### src/rtl/bus_arbiter32.sv
// Round-robin arbiter for a shared 32-bit bus driven through per-requester bufif32 buffers.
// Grants are one-hot and registered, tenure is capped, and every release is followed by turnaround.
module bus_arbiter32 #(
  parameter int NREQ        = 4,
  parameter int OWNER_W     = 2,
  parameter int MAX_HOLD    = 4,
  parameter int TURN_CYCLES = 1
) (
  input  logic               clk,
  input  logic               reset,
  input  logic [NREQ-1:0]    req,
  output logic [NREQ-1:0]    grant,
  output logic [NREQ-1:0]    drv_en,
  output logic [OWNER_W-1:0] owner,
  output logic               busy,
  output logic               turn
);

  typedef enum logic [1:0] {
    ST_IDLE  = 2'd0,
    ST_GRANT = 2'd1,
    ST_TURN  = 2'd2
  } state_e;

  state_e               state_q, state_d;
  logic [NREQ-1:0]      grant_q, grant_d;
  logic [NREQ-1:0]      drv_q;
  logic [OWNER_W-1:0]   owner_q, owner_d;
  logic [OWNER_W-1:0]   last_q, last_d;
  logic [7:0]           hold_q, hold_d;
  logic [3:0]           tcnt_q, tcnt_d;
  logic                 busy_q, busy_d;
  logic                 turn_q, turn_d;
  logic [OWNER_W-1:0]   win_s;
  logic [OWNER_W:0]     cand_s;
  logic                 rel_s;

  // Winner search: walk downward so the nearest requester after last_q is written last.
  always_comb begin
    win_s  = last_q;
    cand_s = '0;
    for (int i = NREQ; i >= 1; i--) begin
      cand_s = {1'b0, last_q} + (OWNER_W+1)'(i);
      if (cand_s >= (OWNER_W+1)'(NREQ)) begin
        cand_s = cand_s - (OWNER_W+1)'(NREQ);
      end else begin
        cand_s = cand_s;
      end
      if (req[cand_s[OWNER_W-1:0]]) begin
        win_s = cand_s[OWNER_W-1:0];
      end else begin
        win_s = win_s;
      end
    end
  end

  assign rel_s = !req[owner_q] || ((MAX_HOLD != 0) && (hold_q == 8'(MAX_HOLD)));

  always_ff @(posedge clk) begin
    if (reset) begin
      state_q <= ST_IDLE;
      grant_q <= '0;
      drv_q   <= '0;
      owner_q <= '0;
      last_q  <= OWNER_W'(NREQ-1);
      hold_q  <= 8'd0;
      tcnt_q  <= 4'd0;
      busy_q  <= 1'b0;
      turn_q  <= 1'b0;
    end else begin
      state_q <= state_d;
      grant_q <= grant_d;
      drv_q   <= grant_d;
      owner_q <= owner_d;
      last_q  <= last_d;
      hold_q  <= hold_d;
      tcnt_q  <= tcnt_d;
      busy_q  <= busy_d;
      turn_q  <= turn_d;
    end
  end

  always_comb begin
    state_d = state_q;
    last_d  = last_q;
    hold_d  = hold_q;
    tcnt_d  = tcnt_q;
    case (state_q)
      ST_IDLE: begin
        if (|req) begin
          state_d = ST_GRANT;
          last_d  = win_s;
          hold_d  = 8'd1;
        end else begin
          state_d = ST_IDLE;
        end
      end
      ST_GRANT: begin
        if (rel_s) begin
          state_d = ST_TURN;
          tcnt_d  = 4'd1;
        end else if (hold_q != 8'hFF) begin
          hold_d = hold_q + 8'd1;
        end else begin
          hold_d = hold_q;
        end
      end
      ST_TURN: begin
        if (tcnt_q >= 4'(TURN_CYCLES)) begin
          state_d = ST_IDLE;
        end else begin
          tcnt_d = tcnt_q + 4'd1;
        end
      end
      default: state_d = ST_IDLE;
    endcase
  end

  // Registered outputs follow the state being entered; a fresh grant comes from the IDLE winner.
  always_comb begin
    grant_d = '0;
    owner_d = owner_q;
    busy_d  = 1'b0;
    turn_d  = 1'b0;
    case (state_d)
      ST_GRANT: begin
        busy_d = 1'b1;
        if (state_q == ST_IDLE) begin
          grant_d = {{(NREQ-1){1'b0}}, 1'b1} << win_s;
          owner_d = win_s;
        end else begin
          grant_d = grant_q;
        end
      end
      ST_TURN: turn_d = 1'b1;
      ST_IDLE: turn_d = 1'b0;
      default: grant_d = '0;
    endcase
  end

  assign grant  = grant_q;
  assign drv_en = drv_q;
  assign owner  = owner_q;
  assign busy   = busy_q;
  assign turn   = turn_q;

endmodule
### config.mk
export PLATFORM = sky130hd
export DESIGN_NAME = bus_arbiter32
export DESIGN_NICKNAME = d
export VERILOG_FILES = /design/src/rtl/bus_arbiter32.sv
export SDC_FILE = /design/constraint.sdc
export NUM_CORES = 1
export LEC_CHECK = 0
export BUFFER_PORTS_ARGS = -buffer_cell sky130_fd_sc_hd__buf_2
export CAP_MARGIN = 30
export CORE_MARGIN = 1
export CORE_UTILIZATION = 57
export CTS_CLUSTER_SIZE = 20
export DETAILED_ROUTE_END_ITERATION = 12
export HOLD_SLACK_MARGIN = 0.06
export PLACE_DENSITY_LB_ADDON = 0.3
export SETUP_SLACK_MARGIN = 0.15
export SYNTH_ARGS = -nofsm -noshare
export SYNTH_HDL_FRONTEND = slang
export SYNTH_SLANG_ARGS = --single-unit
### constraint.sdc
create_clock -name clk -period 2.51 [get_ports clk]
set_input_delay 0.502 -clock clk [delete_from_list [all_inputs] [get_ports clk]]
set_output_delay 0.502 -clock clk [all_outputs]
set_load 0.05 [all_outputs]
==> impl_metrics.py <==
metrics = {
    "run_status": {
        "status": "completed",
    },
    "logic_synthesis": {
        "synth_edf_count": 0,
        "synthMuxAreaShare": 0.0226,
        "yosysWarnings": 0,
        "ys_async_sr_fraction": 0,
        "synth_top_cell_area_share": 0.334,
        "yosysSeqAreaShare": 0.334,
        "syn_area_sq_mm": 0.00144,
        "synth_top_area_cell": "dfxtp_1",
        "synth_xor_xnor_area_share": 0.0304,
        "synth.net_count": 166,
        "synth_area_leaders": "dfxtp_1 (33%), ha_1 (7.8%), a21oi_1 (3.8%)",
        "avgSynthCellArea_sq_um": 9.53,
        "synth_top_family_by_area": "compound AO/OA/AOI/OAI gates",
        "ys_dominant_reg_cell": "dfxtp_1",
        "ys_ff_latch": 24,
        "synthAdderAreaFrac": 0.0783,
        "synth-compound-area-share": 0.272,
        "yosysMostFrequentCell": "dfxtp_1",
        "synth_simple_gate_area_frac": 0.204,
        "synth.distinct_cells": 45,
        "synthCells": 151,
        "synth_commonest_cells": "dfxtp_1 (24), nor2_1 (14), a21oi_1 (11), inv_1 (11), ha_1 (9)",
    },
    "worst_setup_path": {
        "worstPathArrival_ns": 2.46,
        "crit_fanout": 13,
        "crit_type": "reg -> reg",
        "r2r_cells": 7,
        "rrSetupSlack_ns": 0.34,
        "required_ns": 2.80,
        "reg2reg_to": "hold_q[3]$_SDFFE_PP0P_",
        "startpoint_type": "flip-flop",
        "end_kind": "flip-flop",
        "r2r-start": "state_q[1]$_SDFF_PP0_",
    },
    "placed_design": {
        "gp_congestion": 0.829,
        "hpwl_um": 2060,
        "port_buffers": 17,
        "place_ws_ns": 0.415,
        "post-place-cells": 189,
    },
    "sta": {
        "setup_slack_ns": 0.339,
        "relSlewSlack": 0.558,
        "drv_slew": 0,
        "skew_ns": 0.00359,
        "tightest_slew_ns": 0.661,
        "setup_viol": 0,
        "fin_crit_ns": 2.17,
        "tns_ns": 0,
        "fmax_ghz": 0.461,
        "fin_crit_sh": 0.865,
        "finalHoldViolations": 0,
        "rsz0062_at_grt": "no",
    },
    "layout": {
        "fin_cells": 193,
        "layout-drive-gt1-share": 0.200,
        "utilization": 0.683,
        "layout.nets": 181,
        "area_delta_synth_final_pct": 9.04,
        "n_antenna_cell": 0,
    },
    "clock_network": {
        "cts_tree": "yes",
        "htreeDepth": 1,
        "numCtsBuffers": 3,
        "cts_sinks": 24,
        "cts_resized": 0,
        "clkLatencyLatePin_ns": 0.33,
        "path_clk_slew_ns": 0.14,
        "clock_path_buffers": 2,
        "post_cts_buffers": 0,
        "cts_root_buffer": "clkbuf_4",
        "cts_hold_buf": 0,
    },
    "detailed_routing": {
        "wl_per_cell_um": 14.9,
        "drc": 0,
        "via_per_inst": 5.95,
        "drt_first_pass_iters": 5,
        "finalWirelength_um": 2880,
        "drt_iter0_markers": 25,
        "vias": 1149,
        "ant_nets": 0,
    },
    "die": {
        "num_rows": 17,
        "die_w_um": 52.2,
        "core_sq_mm": 0.00230,
        "design.die.area_sq_mm": 0.00273,
        "ios": 18,
        "start_util": 0.626,
        "fp.dieH_um": 52.2,
    },
    "worst_hold_path": {
        "min_to": "drv_en[0]$_SDFFE_PP0N_",
        "holdCritPathClass": "reg -> reg",
        "min_from": "drv_en[0]$_SDFFE_PP0N_",
        "holdPathStages": 2,
    },
    "global_route": {
        "grt-busiest-layer": "met2",
        "grt_use_met1": 0.300,
        "use_met2": 0.412,
        "use_met3": 0.0377,
        "grt_pass1_wl_um": 4830,
        "antenna_found_initial": 0,
        "overflow": 0,
        "grt_pass1_vias": 1075,
        "grtUsageTotal": 0.248,
        "grt_start_max_net_pins": 16,
    },
    "power": {
        "leakage_nw": 0.623,
        "irDropWorstVdd_uv": 717,
        "power_density_mw_per_mm2": 882,
    },
    "flow_run": {
        "drv_cap": 0,
    },
}
## placed cells by master (no fill, tap or decap), drive strengths merged, types with 2 or more instances in the layout
master / instances
nand2: 6
o211ai: 2
a21oi: 12
nor3b: 2
nand3: 8
nand2b: 6
a31o: 2
ha: 9
a211oi: 5
nor3: 4
clkbuf: 3
and2: 2
o31ai: 2
buf: 17
a2111oi: 2
nor2: 14
inv: 11
or3: 2
a211o: 3
nand4: 3
xnor2: 5
dfxtp: 24
a2bb2oi: 2
## flip-flops by register name, summed over array words and instances, names as in the netlist
signal,count
last_q,2
drv_en,4
hold_q,8
busy,1
turn,1
tcnt_q,4
owner,2
state_q,2
## cell families after synthesis
| logic type | Yosys count |
|---|---|
| mux | 2 |
| buf+inv | 18 |
| flops | 24 |
| xor+xnor | 5 |
| fa+ha+maj | 9 |
| simple gates | 54 |
| compound gates | 39 |
## area by class of cell
class | instances | area [sq um]
fillers | 186 | 728
flip-flops and latches | 24 | 480
inverters | 11 | 41.3
clock inverters | 1 | 30.0
multi-input cells | 109 | 875
clock buffers | 3 | 22.5
well taps | 28 | 35.0
repair buffers | 17 | 85.1
## power breakdown
part / leakage, nW / switching [mW] / internal [mW] / total, mW
logic: 0.400 / 0.410 / 0.201 / 0.611
clock network: 0.0279 / 0.128 / 0.162 / 0.289
registers: 0.196 / 0.0522 / 0.431 / 0.483
total: 0.623 / 0.590 / 0.794 / 1.38
## metal layers
| metal | wire, um | share of wire |
|---|---|---|
| met2 | 1410 | 0.49 |
| met4 | 74 | 0.026 |
| met5 | 0 | 0 |
| met1 | 1310 | 0.46 |
| met3 | 85 | 0.030 |
## worst max-delay path by stage
stage / depth (start not counted) / slack [ns] / to / startpoint
2_1_floorplan: 5 / 0.55 / tcnt_q[0]$_SDFFE_PP0P_ / owner[0]$_SDFFE_PP0P_
3_3_place_gp: 7 / 0.51 / hold_q[3]$_SDFFE_PP0P_ / state_q[1]$_SDFF_PP0_
3_5_place_dp: 7 / 0.42 / hold_q[3]$_SDFFE_PP0P_ / state_q[1]$_SDFF_PP0_
4_1_cts: 7 / 0.35 / hold_q[3]$_SDFFE_PP0P_ / state_q[1]$_SDFF_PP0_
5_1_grt: 7 / 0.16 / hold_q[3]$_SDFFE_PP0P_ / state_q[1]$_SDFF_PP0_
6_report: 7 / 0.34 / hold_q[3]$_SDFFE_PP0P_ / state_q[1]$_SDFF_PP0_
## stage by stage
| step | area [sq um] | power, mW | hold WS (ns) |
|---|---|---|---|
| 2_1_floorplan | 1440 | 0.984 | 0.468 |
| 3_3_place_gp | 1520 | 1.07 | 0.449 |
| 3_5_place_dp | 1520 | 1.09 | 0.455 |
| 4_1_cts | 1570 | 1.39 | 0.477 |
| 5_1_grt | 1570 | 1.47 | 0.491 |
| 6_report | 1570 | 1.38 | 0.479 |
## critical path: stages, from the launching register on
cell       delay, ns
dfxtp_1         0.40
inv_1           0.12
ha_1            0.56
nand4_1         0.24
o2bb2ai_4       0.33
a21oi_2         0.10
a211oi_1        0.26
a31o_1          0.13
(Power assumes the default switching activity.)
